File: config.mk
export PLATFORM = sky130hd
export DESIGN_NAME = handshake_pulse_tx
export DESIGN_NICKNAME = d
export VERILOG_FILES = /design/src/rtl/handshake_pulse_tx.sv
export SDC_FILE = /design/constraint.sdc
export NUM_CORES = 1
export LEC_CHECK = 0
export ABC_CLOCK_PERIOD_IN_PS = 2000
export CAP_MARGIN = 5
export CORE_MARGIN = 4
export CORE_UTILIZATION = 50
export CTS_BUF_LIST = sky130_fd_sc_hd__clkbuf_2
export DETAILED_ROUTE_END_ITERATION = 16
export PLACE_DENSITY_LB_ADDON = 0.05
export SETUP_SLACK_MARGIN = 0.02
export SLEW_MARGIN = 20
export SYNTH_ARGS = -nofsm -noshare
export SYNTH_HDL_FRONTEND = slang
export SYNTH_SLANG_ARGS = --single-unit
File: constraint.sdc
create_clock -name clk -period 2 [get_ports clk]
set_input_delay 0.2 -clock clk [delete_from_list [all_inputs] [get_ports clk]]
set_output_delay 0.2 -clock clk [all_outputs]
set_load 0.05 [all_outputs]
File: src/rtl/handshake_pulse_tx.sv
// Multi-channel event-to-four-phase-handshake transmitter.
// Each channel queues single-cycle events in a saturating pending counter and
// replays them one by one as four-phase req/ack handshakes towards a remote
// clock domain. Ack is synchronized locally; every output is a flop.
module handshake_pulse_tx #(
   parameter int unsigned CH          = 4,
   parameter int unsigned PEND_W      = 3,
   parameter int unsigned SYNC_STAGES = 2,
   parameter int unsigned TIMEOUT     = 255
) (
   input  logic          clk,
   input  logic          rst_n,
   input  logic [CH-1:0] in_pulse,
   input  logic [CH-1:0] ack_in,
   input  logic          err_clr,
   output logic [CH-1:0] req_out,
   output logic [CH-1:0] done_pulse,
   output logic [CH-1:0] busy,
   output logic [CH-1:0] overflow,
   output logic [CH-1:0] timeout_err
);

   // A zero TIMEOUT disables the phase watchdog; keep a 1-bit counter then.
   localparam int unsigned     TmoW    = (TIMEOUT > 0) ? $clog2(TIMEOUT + 1) : 1;
   localparam logic [TmoW-1:0] TmoLast = (TIMEOUT > 0) ? TmoW'(TIMEOUT - 1) : '0;
   localparam logic [PEND_W-1:0] PendMax = '1;

   typedef enum logic [1:0] {
      StIdle  = 2'd0,
      StReqHi = 2'd1,
      StReqLo = 2'd2
   } state_e;

   for (genvar c = 0; c < CH; c++) begin : g_ch
      logic [SYNC_STAGES-1:0] sync_q;
      logic                   ack_s;

      state_e                 state_q, state_d;
      logic [PEND_W-1:0]      pend_q, pend_d;
      logic [TmoW-1:0]        tmo_q, tmo_d;
      logic                   abort_q, abort_d;

      logic                   can_launch;
      logic                   launch;
      logic                   complete;
      logic                   tmo_hit;
      logic                   tmo_set;
      logic                   drop;

      logic                   req_q;
      logic                   done_q;
      logic                   busy_q;
      logic                   ovf_q;
      logic                   terr_q;

      // Bring the asynchronous ack into the clk domain.
      always_ff @(posedge clk) begin
         if (!rst_n) begin
            sync_q <= '0;
         end else begin
            sync_q <= {sync_q[SYNC_STAGES-2:0], ack_in[c]};
         end
      end

      assign ack_s = sync_q[SYNC_STAGES-1];

      // Handshake sequencing: next state, launch/complete strobes, watchdog hits.
      always_comb begin
         state_d    = state_q;
         abort_d    = abort_q;
         launch     = 1'b0;
         complete   = 1'b0;
         tmo_set    = 1'b0;
         tmo_hit    = (TIMEOUT != 0) && (tmo_q == TmoLast);
         // A new request may only start once the remote has released ack.
         can_launch = !ack_s && ((pend_q != '0) || in_pulse[c]);

         case (state_q)
            StIdle: begin
               if (can_launch) begin
                  state_d = StReqHi;
                  launch  = 1'b1;
               end
            end
            StReqHi: begin
               if (ack_s) begin
                  state_d = StReqLo;
               end else if (tmo_hit) begin
                  // Give up on this transfer but still walk through the
                  // release phase so the remote sees a clean req fall.
                  state_d = StReqLo;
                  abort_d = 1'b1;
                  tmo_set = 1'b1;
               end
            end
            StReqLo: begin
               if (!ack_s) begin
                  complete = 1'b1;
                  abort_d  = 1'b0;
                  if (can_launch) begin
                     state_d = StReqHi;
                     launch  = 1'b1;
                  end else begin
                     state_d = StIdle;
                  end
               end else if (tmo_hit) begin
                  state_d = StIdle;
                  abort_d = 1'b0;
                  tmo_set = 1'b1;
               end
            end
            default: begin
               state_d = StIdle;
               abort_d = 1'b0;
            end
         endcase
      end

      // Pending events: +1 per accepted pulse, -1 per launch, saturating at max.
      always_comb begin
         pend_d = pend_q;
         drop   = in_pulse[c] && !launch && (pend_q == PendMax);
         if (in_pulse[c] && !launch && !drop) begin
            pend_d = pend_q + 1'b1;
         end else if (!in_pulse[c] && launch) begin
            pend_d = pend_q - 1'b1;
         end
      end

      // Watchdog counts cycles spent in the current handshake phase.
      always_comb begin
         tmo_d = '0;
         if ((TIMEOUT != 0) && (state_d == state_q) && (state_q != StIdle)) begin
            tmo_d = tmo_q + 1'b1;
         end
      end

      // Channel state registers.
      always_ff @(posedge clk) begin
         if (!rst_n) begin
            state_q <= StIdle;
            pend_q  <= '0;
            tmo_q   <= '0;
            abort_q <= 1'b0;
         end else begin
            state_q <= state_d;
            pend_q  <= pend_d;
            tmo_q   <= tmo_d;
            abort_q <= abort_d;
         end
      end

      // Registered outputs; sticky flags give a same-cycle set priority over clear.
      always_ff @(posedge clk) begin
         if (!rst_n) begin
            req_q  <= 1'b0;
            done_q <= 1'b0;
            busy_q <= 1'b0;
            ovf_q  <= 1'b0;
            terr_q <= 1'b0;
         end else begin
            req_q  <= (state_d == StReqHi);
            done_q <= complete && !abort_q;
            busy_q <= (state_d != StIdle) || (pend_d != '0);
            ovf_q  <= drop || (ovf_q && !err_clr);
            terr_q <= tmo_set || (terr_q && !err_clr);
         end
      end

      assign req_out[c]     = req_q;
      assign done_pulse[c]  = done_q;
      assign busy[c]        = busy_q;
      assign overflow[c]    = ovf_q;
      assign timeout_err[c] = terr_q;
   end

endmodule

==> results of run 1 <==
==> what timing repair did <==
action | 4_1_cts | 5_1_grt
pin swaps | 0 | 11
resized for setup | 3 | 40
setup buffers | 0 | 7
hold endpoints to repair | 0 | 0
setup endpoints to repair | 5 | 50
==> worst max-delay path, stage by stage, from the launching register on <==
cell	delay (ns)
sky130_fd_sc_hd__dfxtp_2	0.39
sky130_fd_sc_hd__inv_1	0.16
sky130_fd_sc_hd__ha_2	0.26
sky130_fd_sc_hd__o21ba_1	0.20
sky130_fd_sc_hd__nand2_1	0.11
sky130_fd_sc_hd__a311oi_2	0.34
sky130_fd_sc_hd__o22ai_4	0.13
sky130_fd_sc_hd__buf_12	0.16
sky130_fd_sc_hd__nor3_2	0.13
==> kinds of logic after synthesis <==
logic type | count (synthesis) | synth area share (%)
flops | 84 | 35.7
fa+ha+maj | 40 | 10.6
mux | 9 | 2.12
xor+xnor | 28 | 5.20
compound gates | 112 | 18.5
simple gates | 167 | 19.9
buf+inv | 73 | 8.04
==> metal layers <==
metal / wire, um / global-route usage (%) / share of wire [%]
met3: 351 / 4.51 / 3.6
met2: 4720 / 29.9 / 49
met1: 4500 / 22.8 / 47
met4: 61 / 3.84 / 0.63
met5: 0 / 0 / 0
==> power groups by stage <==
stage | registers (mW) | clock network, mW | logic [mW]
3_3_place_gp | 2.04 | 0 | 2.27
6_report | 2.02 | 0.978 | 2.53
2_1_floorplan | 2.03 | 0 | 1.82
3_5_place_dp | 2.04 | 0 | 2.32
5_1_grt | 2.05 | 1.09 | 2.78
4_1_cts | 2.01 | 1.03 | 2.34
==> state kept, by name, summed over array words and instances, names as in the netlist <==
name	count
g_ch.sync_q	8
g_ch.req_q	4
g_ch.abort_q	4
g_ch.busy_q	4
g_ch.done_q	4
g_ch.ovf_q	4
g_ch.terr_q	4
g_ch.tmo_q	32
g_ch.state_q	8
g_ch.pend_q	12
==> placed cells by master, fill, tap and decap left out, types with 4 or more instances in the layout <==
| cell type | instances |
|---|---|
| sky130_fd_sc_hd__dfxtp_1 | 75 |
| sky130_fd_sc_hd__nor2_1 | 46 |
| sky130_fd_sc_hd__ha_1 | 36 |
| sky130_fd_sc_hd__inv_1 | 34 |
| sky130_fd_sc_hd__buf_4 | 26 |
| sky130_fd_sc_hd__nor3_1 | 25 |
| sky130_fd_sc_hd__xnor2_1 | 18 |
| sky130_fd_sc_hd__nand2_1 | 18 |
| sky130_fd_sc_hd__a21oi_1 | 17 |
| sky130_fd_sc_hd__nand3_1 | 17 |
| sky130_fd_sc_hd__nor3_2 | 16 |
| sky130_fd_sc_hd__clkdlybuf4s50_1 | 16 |
| sky130_fd_sc_hd__and2_1 | 15 |
| sky130_fd_sc_hd__o21ai_0 | 12 |
| sky130_fd_sc_hd__dlymetal6s2s_1 | 12 |
| sky130_fd_sc_hd__xor2_1 | 10 |
| sky130_fd_sc_hd__clkbuf_2 | 10 |
| sky130_fd_sc_hd__o211ai_1 | 9 |
| sky130_fd_sc_hd__dfxtp_2 | 8 |
| sky130_fd_sc_hd__nand4_1 | 7 |
| sky130_fd_sc_hd__a32oi_1 | 6 |
| sky130_fd_sc_hd__o21ai_1 | 5 |
| sky130_fd_sc_hd__a311oi_1 | 5 |
| sky130_fd_sc_hd__and3_1 | 4 |
| sky130_fd_sc_hd__a21o_1 | 4 |
| sky130_fd_sc_hd__o21a_1 | 4 |
| sky130_fd_sc_hd__mux2_2 | 4 |
| sky130_fd_sc_hd__a31oi_1 | 4 |
| sky130_fd_sc_hd__a41oi_1 | 4 |
| sky130_fd_sc_hd__ha_2 | 4 |
==> path summary, 6_finish.rpt <==
check                                 from                            to  slack [ns]  depth (start not counted)
max          g_ch[0].state_q[1]$_SDFF_PN0_   g_ch[0].tmo_q[3]$_SDFF_PN0_        0.05                          8
min                              ack_in[2]  g_ch[2].sync_q[0]$_SDFF_PN0_        0.24                          2
max reg2reg  g_ch[0].state_q[1]$_SDFF_PN0_   g_ch[0].tmo_q[3]$_SDFF_PN0_        0.05                          8
min reg2reg   g_ch[2].abort_q$_SDFFE_PN0P_     g_ch[2].done_q$_SDFF_PN0_        0.44                          1
==> stage by stage <==
step | instance area, um^2 | worst slack, ns
2_1_floorplan | 4710 | 0.199
3_3_place_gp | 5090 | 0.0327
3_5_place_dp | 5090 | 0.0735
4_1_cts | 5220 | 0.0258
5_1_grt | 5380 | -0.0190
6_report | 5380 | 0.0540
==> final cells by class <==
cell class | instances | area (um^2)
clock buffers | 10 | 50.0
clock inverters | 5 | 77.6
fillers | 825 | 3820
inverters | 37 | 139
multi-input cells | 356 | 2710
flip-flops and latches | 84 | 1700
well taps | 111 | 139
repair buffers | 58 | 563
==> results.md, run 1 <==
Run status:
- The flow ran to the end, and the final reports show no timing, DRC or antenna violations.

Clock tree:
- In this run, post-CTS hold repair placed 0 buffers.
- The count of clock tree sinks is 84.
- The number of buffers on the longest clock path is 2.
- The clock latency at the later pin of the worst-skew pair is 0.53 ns.
- The cell chosen for the clock root is sky130_fd_sc_hd__clkbuf_2.
- TritonCTS built the clock tree.
- The CTS clock-pin slew for the worst setup and hold paths is 0.22 ns.
- The H-tree depth is 3.
- Counting the buffers created by CTS gives 9.

Global routing:
- The remaining global-route overflow is 0.
- The initial antenna violation count came to 0.
- The first global-routing pass estimated 16.3 mm of wire.
- Entering global routing, the biggest net connects 20 pins.
- The number of global-route vias before repair is 3498.
- Global routing used 17.7% of the available tracks across all layers.

Floorplan:
- The initialized floorplan defines 35 standard-cell rows.
- Pin placement for this block handled 31 I/O pins.
- The die covers 11000 um^2.
- The floorplan step set the die width to 105 um.
- The initial utilization of the core area, before any placement, comes to 51.3%.
- The core region is 9200 um^2.
- In this run the vertical extent of the chip is 105 um.

Drt:
- In this run, the number of DRC markers left after iteration 0 of detailed routing was 96.
- The via count is 3641.
- The count of nets left with antenna violations after detail routing is 0.
- The final routed DRC violation total is 0.
- The final wirelength is 9.64 mm.
- The wire length per cell is 14.6 um.
- The first-pass detailed-route iteration total is 4.
- In the routed layout, each cell is associated on average with a via count of 5.51.

Synth:
- The cell area that synthesis handed to floorplanning was 4710 um^2.
- After synthesis, the netlist uses 65 different library cells.
- Counting every net in the synthesized netlist gives 564.
- Of all cell types, the one taking the most synthesized area is sky130_fd_sc_hd__dfxtp_1.
- The fraction of registers with async set/reset is 0%.
- The most used flip-flop cell after synthesis is sky130_fd_sc_hd__dfxtp_1.
- The register bit count reported by yosys is 84.
- Counting instances in the post-synthesis netlist gives the leading cell types as sky130_fd_sc_hd__dfxtp_1 (84), sky130_fd_sc_hd__nor2_1 (46), sky130_fd_sc_hd__ha_1 (40).
- The count of mapped cells out of synthesis is 513.
- The number of enable-type register cells in the synthesized netlist is 0.
- Sequential cells were found to cover 35.7% of the synthesized design area.
- The mean instance size in the synthesized netlist is 9.19 um^2.
- The share of Yosys cell area claimed by the top area cell type is 35.7%.
- The dominant cell by count in the synthesized netlist is sky130_fd_sc_hd__dfxtp_1.
- Ranked by total cell area, the synthesized netlist is headed by sky130_fd_sc_hd__dfxtp_1 (36%), sky130_fd_sc_hd__ha_1 (11%), sky130_fd_sc_hd__nor2_1 (3.7%).
- Yosys printed 0 warnings.

Final layout:
- The layout overhead on the synthesized area is 14.1%.
- The count of inserted antenna diode cells is 0.
- The finished layout holds 661 standard cells, fillers aside.
- The net count of the finished layout is 597.
- Of the cells placed in the final design, the portion with a size suffix greater than 1 is 20.0%.
- For this run, the share of the core covered by cells in the final layout is 58.5%.

STA:
- The post-route clock period utilization is 97.3%.
- The achievable clock frequency is 0.514 GHz.
- The final hold violation count is 0.
- The final number of max-transition violations is 0.
- Setup repair after global routing could not meet its margin everywhere.
- Hold is met by 0.238 ns.
- The worst pin sits at a relative slew slack of 65.9%.
- The smallest clock period supported by the final layout is computed as 1.95 ns.
- The number of endpoints failing setup at the final stage is 0.
- The worst clock skew on the final layout is 0.0250 ns.
- In the final timing run, aggregate negative setup slack is 0 ns.
- For the pin with the worst max-slew slack, the measured transition is 0.511 ns.

Setup path:
- The worst setup path is captured at a flip-flop.
- The type of the worst setup path is flip-flop to flip-flop.
- The worst setup path is launched from a flip-flop.
- The maximum fanout along the worst path is 8.
- At the worst endpoint, the arrival time is 2.41 ns.
- The endpoint required time on the critical path is 2.46 ns.

Power and ir drop:
- The share of total power in sequential cells is 36.5%.
- The fraction of power consumed by the clock network is 17.7%.
- The switching part of the total power is 38.6%.
- For this design the static power due to leakage is 2.18 nW.
- Overall power consumption after layout is estimated at 5.52 mW.
- The peak supply drop is 0.523 mV.
- The ratio of total power to cell area is 1030 nW/um^2.
- In this run the power spent charging and discharging nets is 2.13 mW.
- The cell internal power dissipation is 3.39 mW.
- Combinational logic is responsible for 45.8% of the overall power.

Place:
- In this run the tool buffered the top-level ports with 30 buffer cells.
- Detailed placement ended at an HPWL of 6.98 mm.
- The weighted congestion reported at the end of routability-driven placement is 0.823.
- Counting tap cells, the placed design contains a total of 640 instances.

Flow run:
- The tool flagged a number of max-cap violations equal to 0.

Min path:
- In this run the worst hold path is classified as input port to flip-flop.
No activity file was read; power rests on OpenSTA's default activity.
==> run 2: changes to the inputs <==
--- a/config.mk
+++ b/config.mk
@@ -11,8 +11,8 @@
 export CORE_UTILIZATION = 50
 export CTS_BUF_LIST = sky130_fd_sc_hd__clkbuf_2
 export DETAILED_ROUTE_END_ITERATION = 16
-export PLACE_DENSITY_LB_ADDON = 0.05
-export SETUP_SLACK_MARGIN = 0.02
+export PLACE_DENSITY = 0.72
+export SETUP_SLACK_MARGIN = 0.3
 export SLEW_MARGIN = 20
 export SYNTH_ARGS = -nofsm -noshare
 export SYNTH_HDL_FRONTEND = slang
==> results.md, run 2 (synthesis results as in run 1) <==
Run status:
- The flow ran to the end, and the final reports show no timing, DRC or antenna violations.

Power and ir drop:
- The peak supply drop is 0.602 mV (+15%).
- The ratio of total power to cell area is 1030 nW/um^2 (+0.17%).
- The reported leakage power is 2.26 nW (+3.6%).
- The sum of internal, switching and leakage power came to 6.21 mW (+12%).

Floorplan:
- The number of placement rows is 35 (unchanged).
- The total core area is 9200 um^2 (unchanged).
- The initial core utilization was 51.3% (unchanged).
- The overall die width is 105 um (unchanged).
- The count of pins on the block boundary is 31 (unchanged).
- The area of the die is 11000 um^2 (unchanged).
- The die boundary height came to 105 um (unchanged).

Drt:
- The final routed DRC violation total is 0 (unchanged).
- The wire length per cell is 16.2 um (+11%).
- The count of nets left with antenna violations after detail routing is 0 (unchanged).
- The final wirelength is 11.2 mm (+16%).
- The first-pass detailed-route iteration total came to 4 (unchanged).
- The count of routing violations after the opening detailed-route iteration was 136 (+42%).
- The via density per instance was 5.75 (+4.4%).
- The via count is 3967 (+9.0%).

STA:
- The worst clock skew on the final layout is 0.0311 ns (+0.00613 ns).
- The worst hold-check slack was 0.248 ns (+0.0101 ns).
- The slew at the pin closest to its max-slew limit is 0.507 ns (-0.00417 ns).
- The relative slew slack is 66.4% (+0.47 points).
- Setup repair after global routing could not meet its margin everywhere.
- The final setup TNS is 0 ns (unchanged).
- The number of endpoints failing setup at the final stage came to 0 (unchanged).
- The final critical-path setup slack is 0.146 ns (+0.0921 ns).
- The clock period minus worst slack is 1.85 ns (-0.0921 ns).
- The final number of max-transition violations was 0 (unchanged).
- The achievable clock frequency is 0.539 GHz (+5.0%).
- The final hold violation count is 0 (unchanged).
- The post-route clock period utilization is 92.7% (-4.6 points).

Final layout:
- The register containing the most flip-flops in the final layout is g_ch.tmo_q.
- The count of inserted antenna diode cells is 0 (unchanged).
- The final cell count without fillers is 690 (+4.4%).
- The utilization after layout came to 65.6% (+7.1 points).
- The largest registers in the layout are g_ch.tmo_q (32), g_ch.pend_q (12).
- The share of layout cells above drive strength 1 is 39.4% (+19 points).
- The top cell types in the final layout, fill and taps aside, are sky130_fd_sc_hd__dfxtp_1 (61), sky130_fd_sc_hd__buf_4 (45), sky130_fd_sc_hd__nor2_1 (43), sky130_fd_sc_hd__ha_1 (22), sky130_fd_sc_hd__nor3_2 (20).
- The number of fillers in the final layout is 705 (-15%).
- The most frequent standard cell in the layout excluding fill and tap cells is sky130_fd_sc_hd__dfxtp_1.
- The final instance area is 6030 um^2 (+12%).
- The layout overhead on the synthesized area is 28.0%.
- The flip-flop count of the largest register, all copies and words added is 32 (unchanged).
- The net count reported at finish is 625 (+4.7%).
- The area occupied by registers is 1730 um^2 (+1.8%).
- The area taken by multi-input logic gates is 3170 um^2 (+17%).

Flow run:
- The number of violations of the max-capacitance limit came to 0 (unchanged).

Global routing:
- The number of global-route vias before repair is 3995 (+14%).
- The pin count of the biggest net entering global routing is 20 (unchanged).
- The global-route usage over all layers is 19.9% (+2.2 points).
- The global-route wire length before repair is 18.5 mm (+13%).
- The remaining global-route overflow is 0 (unchanged).
- The initial antenna violation count was 0 (unchanged).

Clock tree:
- The count of clock tree sinks is 84 (unchanged).
- The CTS buffer count came to 9 (unchanged).
- The root buffer cell chosen for the clock tree is sky130_fd_sc_hd__clkbuf_2.
- The clock latency at the later pin of the worst-skew pair was 0.51 ns (-0.02 ns).
- The CTS clock-pin slew for the worst setup and hold paths is 0.22 ns (about the same).
- TritonCTS built the clock tree.
- The hold-fix buffer count after cts came to 0 (unchanged).
- The H-tree depth is 3 (unchanged).
- The number of buffers on the longest clock path is 2 (unchanged).

Place:
- The setup slack at placement was 0.0101 ns (-0.0634 ns).
- The placed instance area is 5050 um^2 (-0.86%).
- The placed wire-length estimate came to 6.85 mm (-1.8%).
- The weighted congestion reported at the end of routability-driven placement is 0.877 (+6.6%).
- The total of buffers placed on input and output ports is 30 (unchanged).
- The total placed cells including tap cells was 631 (-1.4%).

Setup path:
- The endpoint arrival time on the critical path is 2.26 ns (-0.15 ns).
- The sort of element at the end of the critical path is a flip-flop.
- The worst setup path is of the flip-flop to flip-flop kind.
- STA classifies the critical path startpoint as a flip-flop.
- The reg-to-reg startpoint is g_ch[3].state_q[0]$_SDFF_PN0_.
- The launching instance or port of the critical path is g_ch[3].state_q[0]$_SDFF_PN0_.
- The critical path goes through clkinvlp_4 -> ha_4 -> o21ba_4 -> buf_6 -> a21oi_1 -> a211o_1 -> o31a_1 -> a41oi_2.
- The maximum fanout along the worst path is 5 (-3).
- The delay of the slowest critical-path stage is 0.43 ns (+0.04 ns).
- The endpoint required time on the critical path is 2.41 ns (-0.05 ns).
- The setup slack of the worst register-to-register path came to 0.15 ns (+0.09 ns).
- The cell type of the slowest stage on the worst timing path is sky130_fd_sc_hd__dfxtp_4.

Min path:
- In this run the most critical hold path is launched from ack_in[1].
- The class of the tightest hold or removal check is input port to flip-flop.
==> run 2: changes by cell type in the layout (fill, tap and decap cells not counted), sizes merged, moves of 4 or more <==
cell           before  now
dlymetal6s2s       12    0
dlygate4sd2         2   13
clkbuf             10   14
buf                28   56
clkdlybuf4s15       0    4
clkdlybuf4s50      16   10
==> run 2: metal layers <==
metal,wire (um),track usage (%),part of all wire [%],vias to the layer above
li1,-,-,-,1918
met1,4900,24.5,44,1914
met2,5630,34.9,50,105
met3,382,3.34,3.4,30
met4,276,7.22,2.5,0
met5,0,0,0,-
==> run 2: final timing paths <==
path / cells past startpoint / to
hold reg to reg: 1 / g_ch[0].done_q$_SDFF_PN0_
hold / removal: 2 / g_ch[1].sync_q[0]$_SDFF_PN0_
setup reg to reg: 8 / g_ch[3].busy_q$_SDFF_PN0_
setup / recovery: 8 / g_ch[3].busy_q$_SDFF_PN0_
==> run 2: report_power, final <==
part	leakage (nW)	internal, mW	switching [mW]
sequential	0.696	1.90	0.177
combinational	1.50	1.60	1.79
clock	0.0654	0.169	0.569
total	2.26	3.67	2.54
==> run 2: area by class of cell <==
cell class | instances | area share, %
multi-input combinational | 356 | 52.6
sequential | 84 | 28.6
timing repair buffer | 86 | 12.5
inverter | 37 | 2.57
tap | 111 | 2.30
clock buffer | 11 | 0.912
clock inverter | 5 | 0.477
==> run 2: what timing repair did <==
action | CTS | global route
pin swaps | 51 | 34
gates resized for setup | 111 | 71
endpoints found under the setup margin | 74 | 60
buffers inserted | 32 | 11
==> run 2: critical path: cells and delay by family (launching register included) <==
kind                       cells  cell delay (ns)
buffers and inverters          2             0.27
AOI/OAI and AO/OA              5             0.85
DFF                            1             0.43
adders and majority gates      1             0.20
==> run 3: changes to the inputs <==
--- a/config.mk
+++ b/config.mk
@@ -5,7 +5,7 @@
 export SDC_FILE = /design/constraint.sdc
 export NUM_CORES = 1
 export LEC_CHECK = 0
-export ABC_CLOCK_PERIOD_IN_PS = 2000
+export ABC_CLOCK_PERIOD_IN_PS = 2150
 export CAP_MARGIN = 5
 export CORE_MARGIN = 4
 export CORE_UTILIZATION = 50
==> constraint.sdc (replaced) <==
create_clock -name clk -period 2.15 [get_ports clk]
set_input_delay 0.215 -clock clk [delete_from_list [all_inputs] [get_ports clk]]
set_output_delay 0.215 -clock clk [all_outputs]
set_load 0.05 [all_outputs]
==> results.md, run 3 (synthesis results as in run 1) <==
Run status:
- The run finished with clean final reports.

Clock tree:
- The count of clock tree sinks is 84 (unchanged).
- The H-tree depth is 3 (unchanged).
- The CTS clock-pin slew for the worst setup and hold paths was 0.24 ns (+0.02 ns).
- The root buffer cell chosen for the clock tree is sky130_fd_sc_hd__clkbuf_2.
- The number of buffers on the longest clock path is 2 (unchanged).
- The hold-fix buffer count after cts is 0 (unchanged).
- The clock latency at the later pin of the worst-skew pair is 0.53 ns (+0.02 ns).
- The clock tree from TritonCTS is yes.
- The CTS buffer count came to 9 (unchanged).

Flow run:
- The number of violations of the max-capacitance limit was 0 (unchanged).

Setup path:
- The sort of element at the end of the critical path is a flip-flop.
- The startpoint identified for the worst register-to-register timing path is g_ch[2].pend_q[0]$_SDFF_PN0_.
- The endpoint of the worst register-to-register path is g_ch[2].tmo_q[6]$_SDFF_PN0_.
- The path depth of the worst reg2reg path is 8 (unchanged).
- The maximum fanout along the worst path is 5 (unchanged).
- The setup slack of the worst register-to-register path is 0.31 ns (+0.17 ns).
- STA classifies the critical path startpoint as a flip-flop.
- The endpoint arrival time on the critical path was 2.33 ns (+0.07 ns).
- By startpoint and endpoint, the worst setup path is classified as flip-flop to flip-flop.
- The endpoint required time on the critical path was 2.64 ns (+0.23 ns).

Place:
- The total placed cells including tap cells is 632 (+0.16%).
- The weighted congestion reported at the end of routability-driven placement is 0.841 (-4.0%).
- The placed wire-length estimate is 6.88 mm (+0.37%).
- The total of buffers placed on input and output ports is 30 (unchanged).
- The placed instance area is 5020 um^2 (-0.57%).
- The setup slack at placement is 0.0901 ns (+0.0800 ns).

Floorplan:
- The total core area is 9200 um^2 (unchanged).
- The initial core utilization is 51.3% (unchanged).
- The count of pins on the block boundary is 31 (unchanged).
- The die boundary height is 105 um (unchanged).
- The area of the die is 11000 um^2 (unchanged).
- The overall die width was 105 um (unchanged).
- The number of placement rows is 35 (unchanged).

Drt:
- The wire length per cell is 15.3 um (-5.7%).
- The final routed DRC violation total is 0 (unchanged).
- The via count came to 3840 (-3.2%).
- The count of nets left with antenna violations after detail routing came to 0 (unchanged).
- The final wirelength is 10.4 mm (-7.4%).
- The first-pass detailed-route iteration total is 4 (unchanged).
- The via density per instance is 5.66 (-1.5%).
- The count of routing violations after the opening detailed-route iteration is 142 (+4.4%).

STA:
- The clock period minus worst slack is 1.84 ns (-0.0165 ns).
- Setup repair after global routing could not meet its margin everywhere.
- The post-route clock period utilization was 85.5% (-7.2 points).
- The achievable clock frequency is 0.544 GHz (+0.90%).
- The final number of max-transition violations is 0 (unchanged).
- The final setup TNS was 0 ns (unchanged).
- The slew at the pin closest to its max-slew limit was 0.520 ns (+0.0131 ns).
- The worst clock skew on the final layout is 0.0203 ns (-0.0108 ns).
- The worst hold-check slack was 0.232 ns (-0.0161 ns).
- The final critical-path setup slack is 0.313 ns (+0.166 ns).
- The final hold violation count is 0 (unchanged).
- The number of endpoints failing setup at the final stage came to 0 (unchanged).
- The relative slew slack is 65.5% (-0.87 points).

Final layout:
- The flip-flop count of the largest register, all copies and words added was 32 (unchanged).
- The share of layout cells above drive strength 1 came to 31.4% (-8.0 points).
- The final cell count without fillers is 678 (-1.7%).
- The count of inserted antenna diode cells is 0 (unchanged).
- In the layout the commonest cells are sky130_fd_sc_hd__dfxtp_1 (64), sky130_fd_sc_hd__nor2_1 (45), sky130_fd_sc_hd__buf_4 (35), sky130_fd_sc_hd__inv_1 (25), sky130_fd_sc_hd__ha_1 (24).
- The utilization after layout came to 63.4% (-2.2 points).
- The most frequent standard cell in the layout excluding fill and tap cells is sky130_fd_sc_hd__dfxtp_1.
- Counting flops per register, the top entry is g_ch.tmo_q.
- The final instance area is 5830 um^2 (-3.4%).
- The net count reported at finish is 613 (-1.9%).
- The area occupied by registers is 1730 um^2 (about the same).
- The number of fillers in the final layout is 774 (+9.8%).
- The area growth from synthesis to layout is 23.7%.
- The area taken by multi-input logic gates is 3020 um^2 (-4.8%).
- The largest registers in the layout are g_ch.tmo_q (32), g_ch.pend_q (12).

Min path:
- The worst hold path terminates at g_ch[0].sync_q[0]$_SDFF_PN0_.
- The hold path startpoint is ack_in[0].
- The hold path depth is 2 (unchanged).
- The class of the tightest hold or removal check is input port to flip-flop.

Power and ir drop:
- The sum of internal, switching and leakage power came to 5.66 mW (-8.8%).
- The reported leakage power is 2.23 nW (-1.1%).
- The switching power total is 2.22 mW (-13%).
- The peak supply drop was 0.606 mV (+0.75%).
- The ratio of total power to cell area is 972 nW/um^2 (-5.6%).
- The cell internal power dissipation is 3.44 mW (-6.1%).
- The share of total power in sequential cells was 34.1% (+0.7 points).
- The fraction of power consumed by the clock network came to 16.2% (+4.3 points).
- The switching part of the total power was 39.2% (-1.7 points).
- The relative contribution of combinational cells to total power was 49.7% (-5.0 points).

Global routing:
- The global-route wire length before repair is 16.6 mm (-10%).
- The number of global-route vias before repair is 3702 (-7.3%).
- The remaining global-route overflow is 0 (unchanged).
- The pin count of the biggest net entering global routing is 20 (unchanged).
- The initial antenna violation count is 0 (unchanged).
- The global-route usage over all layers was 17.9% (-2.0 points).
[run 3: cell types whose count changed in the layout (fill, tap and decap cells not counted), moves of 5 or more]
cell | before | now
sky130_fd_sc_hd__dfxtp_2 | 17 | 12
sky130_fd_sc_hd__dlygate4sd2_1 | 13 | 20
sky130_fd_sc_hd__nor3_2 | 20 | 15
sky130_fd_sc_hd__buf_4 | 45 | 35
sky130_fd_sc_hd__inv_1 | 19 | 25
sky130_fd_sc_hd__clkbuf_2 | 14 | 9
[run 3: cell type report]
type / count / share of cell area, %
Tap cell: 111 / 2.38
Sequential cell: 84 / 29.6
Clock buffer: 9 / 0.773
Inverter: 37 / 2.58
Clock inverter: 7 / 1.55
Multi-Input combinational cell: 356 / 51.8
Timing Repair Buffer: 74 / 11.3
[run 3: worst max-delay path: stages, from the launching register on]
cell	delay, ns
sky130_fd_sc_hd__dfxtp_2	0.39
sky130_fd_sc_hd__inv_4	0.07
sky130_fd_sc_hd__ha_4	0.12
sky130_fd_sc_hd__or3b_4	0.41
sky130_fd_sc_hd__a21o_1	0.20
sky130_fd_sc_hd__a31oi_4	0.22
sky130_fd_sc_hd__o22ai_4	0.13
sky130_fd_sc_hd__buf_12	0.17
sky130_fd_sc_hd__nor3_4	0.09
[run 3: worst max path at each step]
stage	to	cells past startpoint	slack [ns]	startpoint
after floorplan	g_ch[0].tmo_q[2]$_SDFF_PN0_	8	0.35	g_ch[0].state_q[1]$_SDFF_PN0_
after global placement	g_ch[0].tmo_q[7]$_SDFF_PN0_	7	0.21	g_ch[0].state_q[1]$_SDFF_PN0_
after detailed placement	g_ch[0].tmo_q[5]$_SDFF_PN0_	7	0.09	g_ch[0].state_q[1]$_SDFF_PN0_
after CTS	g_ch[0].tmo_q[5]$_SDFF_PN0_	7	0.28	g_ch[0].tmo_q[0]$_SDFF_PN0_
after global routing	g_ch[3].busy_q$_SDFF_PN0_	5	0.23	g_ch[3].tmo_q[3]$_SDFF_PN0_
final	g_ch[2].tmo_q[6]$_SDFF_PN0_	8	0.31	g_ch[2].pend_q[0]$_SDFF_PN0_
[run 3: repair_timing]
action / 4_1_cts / 5_1_grt
resized for setup: 61 / 85
setup buffers: 9 / 21
endpoints found under the setup margin: 58 / 39
pin swaps: 10 / 35
[run 3: layer usage]
layer	routed length [um]	GRT usage [%]
met1	4470	21.8
met2	5350	31.4
met3	376	3.64
met4	172	6.00
met5	0	0
[run 3: power by group through the flow]
stage | sequential (mW) | combinational [mW] | clock [mW]
2_1_floorplan | 1.89 | 1.69 | 0
3_3_place_gp | 1.91 | 2.00 | 0
3_5_place_dp | 1.92 | 2.05 | 0
4_1_cts | 1.90 | 2.23 | 0.943
5_1_grt | 1.96 | 3.07 | 0.998
6_report | 1.93 | 2.82 | 0.919
